`src/rtl/alu_ctrl_pkg.sv`:
```
// Shared ALU control encodings and execution-unit state encoding.
// Imported by the execution unit and the ALU control decoder.
package alu_ctrl_pkg;

   localparam logic [2:0] ALU_NOP = 3'b000;
   localparam logic [2:0] ALU_OR  = 3'b001;
   localparam logic [2:0] ALU_AND = 3'b010;
   localparam logic [2:0] ALU_ADD = 3'b011;
   localparam logic [2:0] ALU_SUB = 3'b100;
   localparam logic [2:0] ALU_MUL = 3'b101;

   typedef enum logic [1:0] {
      IDLE    = 2'd0,
      MUL_RUN = 2'd1,
      HOLD    = 2'd2
   } state_t;

endpackage

```
`src/rtl/alu_seq_mul.sv`:
```
// Iterative shift-add multiplier with start/done handshake.
// Optional early termination when ALU_MUL_EARLY_TERM_EN is defined.
module alu_seq_mul #(
   parameter int WIDTH = 32,
   parameter int CNT_W = 6
) (
   input  logic             clk,
   input  logic             rst_n,
   input  logic             start,
   input  logic [WIDTH-1:0] a,
   input  logic [WIDTH-1:0] b,
   output logic             done,
   output logic [WIDTH-1:0] product
);

   logic [WIDTH-1:0] mcand;
   logic [WIDTH-1:0] mplr;
   logic [WIDTH-1:0] acc;
   logic [WIDTH-1:0] step_acc;
   logic [CNT_W-1:0] cnt;
   logic             busy;
   logic             last;
   logic             load_busy;

   assign step_acc = acc + (mplr[0] ? mcand : '0);

`ifdef ALU_MUL_EARLY_TERM_EN
   // Stop once no set multiplier bits remain beyond the one consumed this step;
   // a zero multiplier finishes on the accept edge itself.
   assign last      = (cnt == CNT_W'(WIDTH - 1)) || (mplr[WIDTH-1:1] == '0);
   assign done      = (busy && last) || (start && (b == '0));
   assign product   = start ? '0 : step_acc;
   assign load_busy = (b != '0);
`else
   assign last      = (cnt == CNT_W'(WIDTH - 1));
   assign done      = busy && last;
   assign product   = step_acc;
   assign load_busy = 1'b1;
`endif

   always_ff @(posedge clk or negedge rst_n) begin
      if (!rst_n) begin
         mcand <= '0;
         mplr  <= '0;
         acc   <= '0;
         cnt   <= '0;
         busy  <= 1'b0;
      end else if (start) begin
         mcand <= a;
         mplr  <= b;
         acc   <= '0;
         cnt   <= '0;
         busy  <= load_busy;
      end else if (busy) begin
         acc   <= step_acc;
         mcand <= mcand << 1;
         mplr  <= mplr >> 1;
         cnt   <= cnt + 1'b1;
         if (last) busy <= 1'b0;
      end
   end

endmodule

```
`src/rtl/alu_exec_unit.sv`:
```
// EX-stage ALU: single-cycle logic/add/sub, iterative MUL, valid/ready on both sides.
// Build option ALU_MUL_EARLY_TERM_EN shortens MUL latency for small multipliers.
module alu_exec_unit
   import alu_ctrl_pkg::*;
#(
   parameter int WIDTH = 32,
   parameter int CNT_W = 6
) (
   input  logic             clk_i,
   input  logic             rst_i,
   input  logic             valid_i,
   output logic             ready_o,
   input  logic [2:0]       ALUCtrl_i,
   input  logic [WIDTH-1:0] data1_i,
   input  logic [WIDTH-1:0] data2_i,
   output logic             result_valid_o,
   input  logic             result_ready_i,
   output logic [WIDTH-1:0] result_o,
   output logic             zero_o
);

   // state   | meaning
   // IDLE    | ready for a new operation
   // MUL_RUN | shift-add multiply in progress, upstream stalled
   // HOLD    | result presented until downstream accepts it

   state_t           state, state_nxt;
   logic [WIDTH-1:0] res_nxt;
   logic [WIDTH-1:0] single_res;
   logic             mul_start;
   logic             mul_done;
   logic [WIDTH-1:0] mul_product;

   alu_seq_mul #(.WIDTH(WIDTH), .CNT_W(CNT_W)) u_mul (
      .clk     (clk_i),
      .rst_n   (rst_i),
      .start   (mul_start),
      .a       (data1_i),
      .b       (data2_i),
      .done    (mul_done),
      .product (mul_product)
   );

   always_comb begin
      single_res = '0;
      case (ALUCtrl_i)
         ALU_OR:  single_res = data1_i | data2_i;
         ALU_AND: single_res = data1_i & data2_i;
         ALU_ADD: single_res = data1_i + data2_i;
         ALU_SUB: single_res = data1_i + ~data2_i + WIDTH'(1);
         default: single_res = '0;
      endcase
   end

   always_comb begin
      state_nxt      = state;
      res_nxt        = result_o;
      mul_start      = 1'b0;
      ready_o        = (state == IDLE);
      result_valid_o = (state == HOLD);
      case (state)
         IDLE: begin
            if (valid_i) begin
               if (ALUCtrl_i == ALU_MUL) begin
                  mul_start = 1'b1;
                  if (mul_done) begin
                     res_nxt   = mul_product;
                     state_nxt = HOLD;
                  end else begin
                     state_nxt = MUL_RUN;
                  end
               end else begin
                  res_nxt   = single_res;
                  state_nxt = HOLD;
               end
            end
         end
         MUL_RUN: begin
            if (mul_done) begin
               res_nxt   = mul_product;
               state_nxt = HOLD;
            end
         end
         HOLD: begin
            if (result_ready_i) state_nxt = IDLE;
         end
         default: state_nxt = IDLE;
      endcase
   end

   always_ff @(posedge clk_i or negedge rst_i) begin
      if (!rst_i) begin
         state    <= IDLE;
         result_o <= '0;
      end else begin
         state    <= state_nxt;
         result_o <= res_nxt;
      end
   end

   assign zero_o = (result_o == '0);

endmodule

```
`config.mk`:
```
export PLATFORM = sky130hd
export DESIGN_NAME = alu_exec_unit
export DESIGN_NICKNAME = d
export VERILOG_FILES = /design/src/rtl/alu_ctrl_pkg.sv /design/src/rtl/alu_seq_mul.sv /design/src/rtl/alu_exec_unit.sv
export SDC_FILE = /design/constraint.sdc
export NUM_CORES = 1
export LEC_CHECK = 0
export BUFFER_PORTS_ARGS = -buffer_cell sky130_fd_sc_hd__buf_2
export CELL_PAD_IN_SITES_DETAIL_PLACEMENT = 1
export CELL_PAD_IN_SITES_GLOBAL_PLACEMENT = 2
export CORE_UTILIZATION = 35
export DETAILED_ROUTE_END_ITERATION = 12
export PLACE_DENSITY_LB_ADDON = 0.15
export SLEW_MARGIN = 20
export SYNTH_ARGS = -nofsm -noshare
export SYNTH_HDL_FRONTEND = slang
export SYNTH_SLANG_ARGS = --single-unit
```
`constraint.sdc`:
```
create_clock -name clk_i -period 5.8 [get_ports clk_i]
set_input_delay 0.87 -clock clk_i [delete_from_list [all_inputs] [get_ports clk_i]]
set_output_delay 0.87 -clock clk_i [all_outputs]
set_load 0.01 [all_outputs]
```
==> qor.csv, run 1 <==
metric,value,unit
Post-Syn Instances,1538,
DRT antenna net count,0,
Worst-Margin Slew,1.07,ns
# DRC,0,
clock sink total,137,
r2r worst-path depth,14,
First DRT Iteration DRCs,766,
layout cells sized above 1,11.5,%
Die ar.,36300,sq um
Worst setup EP type,flop,
CTS Buf Count,17,
HPWL Detailed,35000,microns
Initial Util,35.8,%
H-tree levels,4,
Clock Skews,0.0112,ns
"FF+latch count, synth",137,
Syn-to-layout area delta,11.7,%
# setup viols final,0,
setup_tns,0,ns
Final Wtd Congestion,0.887,
CP Max Fanout,33,
Hold/Removal Path Class,input port to async pin,
min cycle time layout,4.21,ns
pin count of the biggest net entering global routing,97,
hold slack,0.527,ns
Cell variety after synth,82,
first-pass GRT wire length,73600,microns
num rows,68,
WL/cell,23.1,microns
chip width,190,microns
Crit Reg-Reg Startpoint,u_mul.mplr[0]$_DFFE_PN0P_,
detailed-route via count,11900,
root buffer cell,clkbuf_16,
CP required,6.19,ns
Core ar.,34700,sq um
final WL,47400,microns
PD cells,415,nW/um^2
DIE HEIGHT,190,microns
DR vias/cell,5.80,
Leakage,6.76,nW
final-report hold violation count,0,
status,"complete, no violations",
fin. max-slew vios,0,
Mapped Area,12400,sq um
crit path DAT,4.60,ns
ys flop type,dfrtp_1,
WS Path Type,flop to flop,
CP Launch Type,flop,
vias in the first global route,12200,
count of port buffers added during placement,105,
Tcrit/Tclk final,72.5,%
CTS Buffer Depth,2,
gr usage total,26.8,%
Rel. slew slack,28.7,%
maximum vdd drop,294,uV
register area share after synthesis,27.6,%
max cap viols,0,
CTS Hold Buffers Added,0,
I/O Pins,106,
Worst-path clk slew,0.07,ns
unrepaired setup endpoints after global routing,no,
post-CTS setup buffers,0,
# resized after CTS,0,
reg2reg setup slack,1.59,ns
"Avg Cell Area, Syn",8.08,sq um
crit path from,u_mul.mplr[0]$_DFFE_PN0P_,
grt ovf,0,
most frequent cells in the layout,"nor2_1, o21ai_0, nand2_1",
synth warn,0,
Setup crit end,u_mul.acc[22]$_DFFE_PN0P_,
initial antenna violation count,1,
post-synthesis async set-or-reset flop share,100,%
"Clk Latency, worst-skew pair",0.46,ns
"EDFF count, synth",0,
Nets,1793,
"commonest non-fill, non-tap cell in the layout",nor2_1,
DR pass1 iterations,5,
fmax,238,MHz
worst reg2reg path endpoint,u_mul.acc[22]$_DFFE_PN0P_,
syn_nets,1744,
CTS tree,done,
metrics by stage:
step | area (sq um) | instances | utilization (%) | total power (W) | worst slack, ns
final | 13900 | 2056 | 40.0 | 0.00577 | 1.59
after global routing | 13900 | 2056 | 40.0 | 0.00617 | 1.12
after CTS | 13900 | 2055 | 40.0 | 0.00578 | 1.51
after detailed placement | 13300 | 2023 | 38.3 | 0.00461 | 1.48
after global placement | 13300 | 2023 | 38.3 | 0.00454 | 1.45
after floorplan | 12400 | 1538 | - | 0.00360 | 2.33
power breakdown:
group | internal, W | switching [W] | leakage (nW)
registers | 0.00138 | 0.000503 | 1.70
clock network | 0.000647 | 0.000495 | 0.277
logic | 0.00110 | 0.00164 | 4.78
total | 0.00313 | 0.00264 | 6.76
final cells by class:
class                   count  area [sq um]
flip-flops and latches    137          3430
clock buffers              19           443
multi-input cells        1207          8270
diodes                      1          2.50
repair buffers            118           642
clock inverters            13           140
well taps                 455           569
fillers                  4196         20800
inverters                 106           398
registers in the layout, summed over array words and instances (netlist names):
signal and count:
u_mul.mplr 32, u_mul.acc 32, u_mul.cnt 6, state 2, u_mul.mcand 32, result_o 32, u_mul.busy 1
worst max-delay path, stage by stage (launching register included):
cell and delay (ns):
dfrtp_1 0.76, and2_1 0.37, ha_1 0.23, fa_1 0.48
a211oi_1 0.33, o21ai_2 0.13, o2111ai_1 0.26, a21oi_1 0.13
nor4_1 0.37, or3_1 0.21, nand3_2 0.17, a31oi_1 0.26
xnor2_1 0.19, mux2i_1 0.11, nor2_1 0.13
worst min-delay path by stage:
stage / from / endpoint
after floorplan: state[1]$_DFFE_PN0P_ / state[0]$_DFFE_PN0P_
after global placement: u_mul.acc[6]$_DFFE_PN0P_ / u_mul.acc[6]$_DFFE_PN0P_
after detailed placement: state[1]$_DFFE_PN0P_ / state[0]$_DFFE_PN0P_
after CTS: state[1]$_DFFE_PN0P_ / state[0]$_DFFE_PN0P_
after global routing: state[1]$_DFFE_PN0P_ / state[0]$_DFFE_PN0P_
final: rst_i / u_mul.mcand[2]$_DFFE_PN0P_
cell usage after synthesis (11+ instances only):
cell / number / share of area (%)
ha_1: 132 / 13
clkbuf_1: 67 / 2.0
o21bai_1: 17 / 1.0
a211oi_1: 11 / 0.66
buf_2: 12 / 0.48
xnor2_1: 22 / 1.5
a21o_1: 25 / 1.5
nor4_1: 15 / 0.75
mux2i_1: 92 / 7.4
a31oi_1: 22 / 1.1
o22ai_1: 30 / 1.5
nand3_1: 17 / 0.68
o21ai_0: 142 / 5.7
o31ai_1: 11 / 0.66
o211ai_1: 16 / 0.97
inv_1: 103 / 3.1
a21oi_1: 132 / 5.3
nor3_1: 19 / 0.76
xor2_1: 16 / 1.1
dfrtp_1: 137 / 28
nor2_1: 144 / 4.3
nand4_1: 19 / 0.96
nand2_1: 141 / 4.3
and2_1: 36 / 1.8
per-layer routing:
layer,track usage [%],vias up,part of all wire [%]
li1,-,5607,-
met1,39.5,5974,50
met2,39.2,284,43
met3,4.34,62,4.4
met4,9.23,0,2.7
met5,0,-,0
kinds of logic after synthesis:
group,after synthesis,synth area share [%]
AOI/OAI and AO/OA,500,25.9
and+or+nand+nor,442,16.6
buffers and inverters,194,6.06
DFF,137,27.6
adders and majority gates,135,13.8
muxes,92,7.41
xor gates and xnor gates,38,2.68
Power figures use the tool's default switching activity.
==> run 2: changes to the inputs <==
--- a/config.mk
+++ b/config.mk
@@ -5,10 +5,11 @@
 export SDC_FILE = /design/constraint.sdc
 export NUM_CORES = 1
 export LEC_CHECK = 0
+export ABC_AREA = 1
 export BUFFER_PORTS_ARGS = -buffer_cell sky130_fd_sc_hd__buf_2
 export CELL_PAD_IN_SITES_DETAIL_PLACEMENT = 1
 export CELL_PAD_IN_SITES_GLOBAL_PLACEMENT = 2
-export CORE_UTILIZATION = 35
+export CORE_UTILIZATION = 30
 export DETAILED_ROUTE_END_ITERATION = 12
 export PLACE_DENSITY_LB_ADDON = 0.15
 export SLEW_MARGIN = 20
==> constraint.sdc (replaced) <==
create_clock -name clk_i -period 3.61 [get_ports clk_i]
set_input_delay 0.5415 -clock clk_i [delete_from_list [all_inputs] [get_ports clk_i]]
set_output_delay 0.5415 -clock clk_i [all_outputs]
set_load 0.01 [all_outputs]
==> qor.csv, run 2 <==
metric,value,unit,change
Synth top cells by count,"nand2_1, inv_1, nand3_1",,"was nor2_1, o21ai_0, nand2_1"
CP required,4.04,ns,was 6.19 ns
leading post-synthesis cells by cell area,"dfrtp_1, nand2_1, inv_1",,"was dfrtp_1, ha_1, mux2i_1"
unrepaired setup endpoints after global routing,no,,unchanged
Leakage,9.45,nW,was 6.76 nW
worst reg2reg path endpoint,result_o[17]$_DFFE_PN0P_,,was u_mul.acc[22]$_DFFE_PN0P_
CTS Buffer Depth,2,,unchanged
PD cells,550,nW/um^2,was 415 nW/um^2
total power,0.00908,W,was 0.00577 W
Tcrit/Tclk final,79.6,%,was 72.5%
DR pass1 iterations,4,,was 5
"count leader, synth",nand2_1,,was nor2_1
"EDFF count, synth",0,,unchanged
DR vias/cell,5.11,,was 5.80
reg2reg setup slack,0.74,ns,was 1.59 ns
Most common cell on crit path,nand2_1,,
status,"complete, no violations",,unchanged
maximum vdd drop,381,uV,was 294 uV
WL/cell,21.7,microns,was 23.1 microns
"FF+latch count, synth",137,,unchanged
max cap viols,0,,unchanged
"Avg Cell Area, Syn",6.06,sq um,was 8.08 sq um
post-synth top area share,23.3,%,was 27.6%
CTS Buf Count,17,,unchanged
H-tree levels,4,,unchanged
detailed-route via count,16000,,was 11900
Clock Skews,0.0137,ns,was 0.0112 ns
r2r worst-path depth,13,,was 14
DIE HEIGHT,223,microns,was 190 microns
Post-Syn Instances,2429,,was 1538
initial antenna violation count,1,,unchanged
setup_tns,0,ns,unchanged
final WL,67900,microns,was 47400 microns
post-synth top area cell,dfrtp_1,,unchanged
CP Launch Type,flop,,unchanged
slowest cell delay on critical path,0.50,ns,was 0.76 ns
Initial Util,30.6,%,was 35.8%
crit path DAT,3.30,ns,was 4.60 ns
layout cells sized above 1,8.14,%,was 11.5%
DRT antenna net count,0,,unchanged
pin count of the biggest net entering global routing,76,,was 97
first-pass GRT wire length,103000,microns,was 73600 microns
Final Wtd Congestion,0.930,,was 0.887
HPWL Detailed,55300,microns,was 35000 microns
fin. max-slew vios,0,,unchanged
Nets,2712,,was 1793
syn_nets,2635,,was 1744
min cycle time layout,2.87,ns,was 4.21 ns
Cell variety after synth,47,,was 82
grt ovf,0,,unchanged
post-CTS setup buffers,0,,unchanged
gr usage total,27.8,%,was 26.8%
Fill cells,6381,,was 4196
CTS Hold Buffers Added,0,,unchanged
most frequent cells in the layout,"nand2_1, inv_1, nand3_1",,"was nor2_1, o21ai_0, nand2_1"
CP Max Fanout,32,,was 33
CP max-delay cell,a21oi_1,,was dfrtp_1
CP cell instances,buf_12 > nand2_1 > inv_1 > ha_1 > nand2_1 > nor2_1 > and2_1 > nand4_1 > nand4_1 > nand3_1 > a21oi_1 > nand2_1 > nand2_1,,was and2_1 > ha_1 > fa_1 > a211oi_1 > o21ai_2 > o2111ai_1 > a21oi_1 > nor4_1 > or3_1 > nand3_2 > a31oi_1 > xnor2_1 > mux2i_1 > nor2_1
post-synthesis async set-or-reset flop share,100,%,unchanged
# DRC,0,,unchanged
chip width,223,microns,was 190 microns
Rel. slew slack,28.4,%,was 28.7%
ys flop type,dfrtp_1,,unchanged
First DRT Iteration DRCs,1072,,was 766
worst path bufs/invs,2,,was 0
register area share after synthesis,23.3,%,was 27.6%
# setup viols final,0,,unchanged
# resized after CTS,0,,unchanged
ANT cells,0,,was 1
Worst-path clk slew,0.08,ns,was 0.07 ns
Syn-to-layout area delta,12.2,%,was 11.7%
crit path from,u_mul.mplr[0]$_DFFE_PN0P_,,unchanged
CTS tree,done,,unchanged
Crit Reg-Reg Startpoint,u_mul.mplr[0]$_DFFE_PN0P_,,unchanged
WS Path Type,flop to flop,,unchanged
vias in the first global route,16700,,was 12200
count of port buffers added during placement,105,,unchanged
Worst-Margin Slew,1.07,ns,about the same
root buffer cell,clkbuf_16,,unchanged
Core ar.,48000,sq um,was 34700 sq um
Mapped Area,14700,sq um,was 12400 sq um
I/O Pins,106,,unchanged
critical path's top delay family,simple AND/OR/NAND/NOR gates,,unchanged
Die ar.,49900,sq um,was 36300 sq um
Worst setup EP type,flop,,unchanged
synth warn,0,,unchanged
clock sink total,137,,unchanged
"Clk Latency, worst-skew pair",0.49,ns,was 0.46 ns
Hold/Removal Path Class,input port to async pin,,unchanged
fmax,348,MHz,was 238 MHz
num rows,80,,was 68
final-report hold violation count,0,,unchanged
"commonest non-fill, non-tap cell in the layout",nand2_1,,was nor2_1
run 2: how the worst max path moves through the flow:
stage	to	slack [ns]	cells past startpoint
floorplan	result_o[14]$_DFFE_PN0P_	1.15	17
global placement	result_o[30]$_DFFE_PN0P_	0.47	16
detailed placement	result_o[6]$_DFFE_PN0P_	0.44	15
CTS	zero_o	0.68	4
global route	result_o[30]$_DFFE_PN0P_	0.53	18
finish	result_o[17]$_DFFE_PN0P_	0.74	13
run 2: layout make-up:
cell class              instances  area, sq um  area share (%)
clock buffers                  17          425            2.58
clock inverters                15          176            1.07
inverters                     492         1850            11.2
multi-input cells            1719         9030            54.7
flip-flops and latches        137         3430            20.8
well taps                     615          769            4.66
repair buffers                139          825            4.99
run 2: where the power goes:
part	leakage [nW]	internal (W)	switching, W
Clock	0.298	0.000990	0.000917
Combinational	7.38	0.00142	0.00299
Sequential	1.78	0.00215	0.000605
run 2: per-stage QoR:
step	utilization (%)	cells	area [sq um]	hold slack [ns]	worst slack, ns
global placement	33.1	3102	15900	0.470	0.465
detailed placement	33.1	3102	15900	0.474	0.441
CTS	34.4	3134	16500	0.106	0.676
floorplan	-	2429	14700	0.246	1.15
finish	34.4	3134	16500	0.0587	0.735
global route	34.4	3134	16500	0.0947	0.530
run 2: cell families (layout without fill, tap and decap cells):
| group | after synthesis | count (layout) | synth area share, % |
|---|---|---|---|
| xor gates and xnor gates | 20 | 20 | 1.19 |
| buffers and inverters | 573 | 663 | 15.4 |
| adders and majority gates | 135 | 135 | 11.6 |
| AOI/OAI and AO/OA | 350 | 350 | 14.2 |
| DFF | 137 | 137 | 23.3 |
| and+or+nand+nor | 1214 | 1214 | 34.3 |
run 2: layer usage:
layer	global-route usage, %	part of all wire (%)
met5	0	0
met4	8.75	2.7
met3	4.83	4.6
met2	44.4	45
met1	38.1	48
==> run 3: changes to the inputs <==
==> constraint.sdc (replaced) <==
create_clock -name clk_i -period 2.6 [get_ports clk_i]
set_input_delay 0.39 -clock clk_i [delete_from_list [all_inputs] [get_ports clk_i]]
set_output_delay 0.39 -clock clk_i [all_outputs]
set_load 0.01 [all_outputs]
==> qor.csv, run 3 (synthesis results as in run 2) <==
metric,value,unit,change
Core ar.,48000,sq um,unchanged
Final Cell Area,19300,sq um,was 16500 sq um
detailed-route via count,17000,,was 16000
"commonest non-fill, non-tap cell in the layout",nand2_1,,unchanged
grt ovf,0,,unchanged
WS Path Type,flop to flop,,unchanged
register area,3430,sq um,about the same
num rows,80,,unchanged
H-tree levels,4,,unchanged
Syn-to-layout area delta,31.4,%,was 12.2%
Most common cell on crit path,nand2_1,,unchanged
status,"complete, no violations",,unchanged
Hold/Removal Path Class,input port to flop,,was input port to async pin
HPWL Detailed,57900,microns,was 55300 microns
DP Cell Count,3329,,was 3102
min cycle time layout,2.50,ns,was 2.87 ns
area of the multi-input gates,10100,sq um,was 9030 sq um
CP max-delay cell,dfrtp_2,,was a21oi_1
Worst-Margin Slew,0.665,ns,was 1.07 ns
CP required,3.00,ns,was 4.04 ns
# setup viols final,0,,unchanged
final-report hold violation count,0,,unchanged
hold slack,0.191,ns,was 0.0587 ns
Nets,2944,,was 2712
Die ar.,49900,sq um,unchanged
DP Area,17600,sq um,was 15900 sq um
chip width,223,microns,unchanged
initial antenna violation count,3,,was 1
DIE HEIGHT,223,microns,unchanged
final WL,70700,microns,was 67900 microns
root buffer cell,clkbuf_16,,unchanged
Rel. slew slack,55.5,%,was 28.4%
WL/cell,21.0,microns,was 21.7 microns
Worst setup EP type,flop,,unchanged
worst path bufs/invs,2,,unchanged
CTS Buffer Depth,2,,unchanged
Worst-path clk slew,0.07,ns,was 0.08 ns
first-pass GRT wire length,107000,microns,was 103000 microns
clock sink total,137,,unchanged
max cap viols,0,,unchanged
count of port buffers added during placement,105,,unchanged
slowest cell delay on critical path,0.46,ns,was 0.50 ns
critical path's top delay family,simple AND/OR/NAND/NOR gates,,unchanged
PD cells,730,nW/um^2,was 550 nW/um^2
CP Launch Type,flop,,unchanged
vias in the first global route,17600,,was 16700
Initial Util,30.6,%,unchanged
Non-Filler Instances,3367,,was 3134
"Clk Latency, worst-skew pair",0.47,ns,was 0.49 ns
Tcrit/Tclk final,96.0,%,was 79.6%
layout cells sized above 1,23.0,%,was 8.14%
fin. max-slew vios,0,,unchanged
CTS tree,done,,unchanged
unrepaired setup endpoints after global routing,yes,,was no
maximum vdd drop,466,uV,was 381 uV
pin count of the biggest net entering global routing,57,,was 76
Leakage,10.7,nW,was 9.45 nW
CP cell instances,buf_12 > nand2_1 > inv_1 > ha_2 > nand2_2 > nor2_4 > and2_4 > nand4_1 > nand4_1 > nand3_1 > a21oi_2 > nand2_1 > nand2_1,,was buf_12 > nand2_1 > inv_1 > ha_1 > nand2_1 > nor2_1 > and2_1 > nand4_1 > nand4_1 > nand3_1 > a21oi_1 > nand2_1 > nand2_1
gr usage total,28.6,%,was 27.8%
Clock Skews,0.0140,ns,was 0.0137 ns
CTS Buf Count,17,,unchanged
DR pass1 iterations,5,,was 4
fmax,401,MHz,was 348 MHz
Fill cells,6351,,was 6381
# DRC,0,,unchanged
crit path DAT,2.90,ns,was 3.30 ns
DRT antenna net count,0,,unchanged
DR vias/cell,5.06,,was 5.11
I/O Pins,106,,unchanged
Final Wtd Congestion,0.910,,was 0.930
most frequent cells in the layout,"nand2_1, inv_1, buf_4",,"was nand2_1, inv_1, nand3_1"
CP Max Fanout,15,,was 32
First DRT Iteration DRCs,949,,was 1072
[run 3: routing by layer]
| metal | GRT usage [%] | vias to the layer above | wire [microns] |
|---|---|---|---|
| li1 | - | 8261 | - |
| met1 | 39.6 | 8429 | 34100 |
| met2 | 48.1 | 308 | 33300 |
| met3 | 2.11 | 51 | 2290 |
| met4 | 6.45 | 0 | 1150 |
| met5 | 0 | - | 0 |
[run 3: metrics by stage]
stage          worst slack (ns)  setup TNS [ns]  util [%]  power (W)
2_1_floorplan             0.138               0         -    0.00744
3_3_place_gp             -0.222           -1.34      36.7     0.0104
3_5_place_dp             -0.239           -2.19      36.7     0.0106
4_1_cts                 -0.0168         -0.0278      38.7     0.0136
5_1_grt                 -0.0233         -0.0931      40.2     0.0150
6_report                  0.104               0      40.2     0.0141
[run 3: cell type report]
| type | count | share of cell area (%) |
|---|---|---|
| antenna | 1 | 0.0129 |
| clock buffer | 21 | 2.43 |
| clock inverter | 11 | 0.686 |
| inverter | 492 | 9.57 |
| multi-input combinational | 1719 | 52.0 |
| sequential | 137 | 17.7 |
| tap | 615 | 3.98 |
| timing repair buffer | 371 | 13.6 |
[run 3: power breakdown]
group / internal (W) / switching [W]
Clock: 0.00150 / 0.00114
Combinational: 0.00290 / 0.00473
Sequential: 0.00300 / 0.000849
[run 3: what timing repair did]
item / 4_1_cts / 5_1_grt
setup endpoints to repair: 15 / 38
hold endpoints to repair: 54 / 0
pin swaps: 8 / 40
setup buffers: 3 / 2
cloned: 1 / 0
gates resized for setup: 63 / 198
hold buffers: 1 / 0
[run 3: worst register-to-register path, cell delays in order, from the launching register on]
cell	delay, ns
dfrtp_2	0.46
buf_12	0.17
nand2_1	0.08
inv_1	0.05
ha_2	0.39
nand2_2	0.12
nor2_4	0.18
and2_4	0.18
nand4_1	0.13
nand4_1	0.15
nand3_1	0.17
a21oi_2	0.20
nand2_1	0.07
nand2_1	0.06
[run 3: worst paths after layout]
kind                                      startpoint                        end  slack, ns  cells after the start
min                                   result_ready_i       state[1]$_DFFE_PN0P_       0.19                      4
min reg2reg                u_mul.acc[30]$_DFFE_PN0P_  u_mul.acc[30]$_DFFE_PN0P_       0.50                      1
min in group asynchronous                      rst_i   u_mul.acc[2]$_DFFE_PN0P_       0.49                      2
max reg2reg                u_mul.mplr[0]$_DFFE_PN0P_   result_o[17]$_DFFE_PN0P_       0.10                     13
max                        u_mul.mplr[0]$_DFFE_PN0P_   result_o[17]$_DFFE_PN0P_       0.10                     13
max in group asynchronous                      rst_i  u_mul.acc[29]$_DFFE_PN0P_       1.32                      3
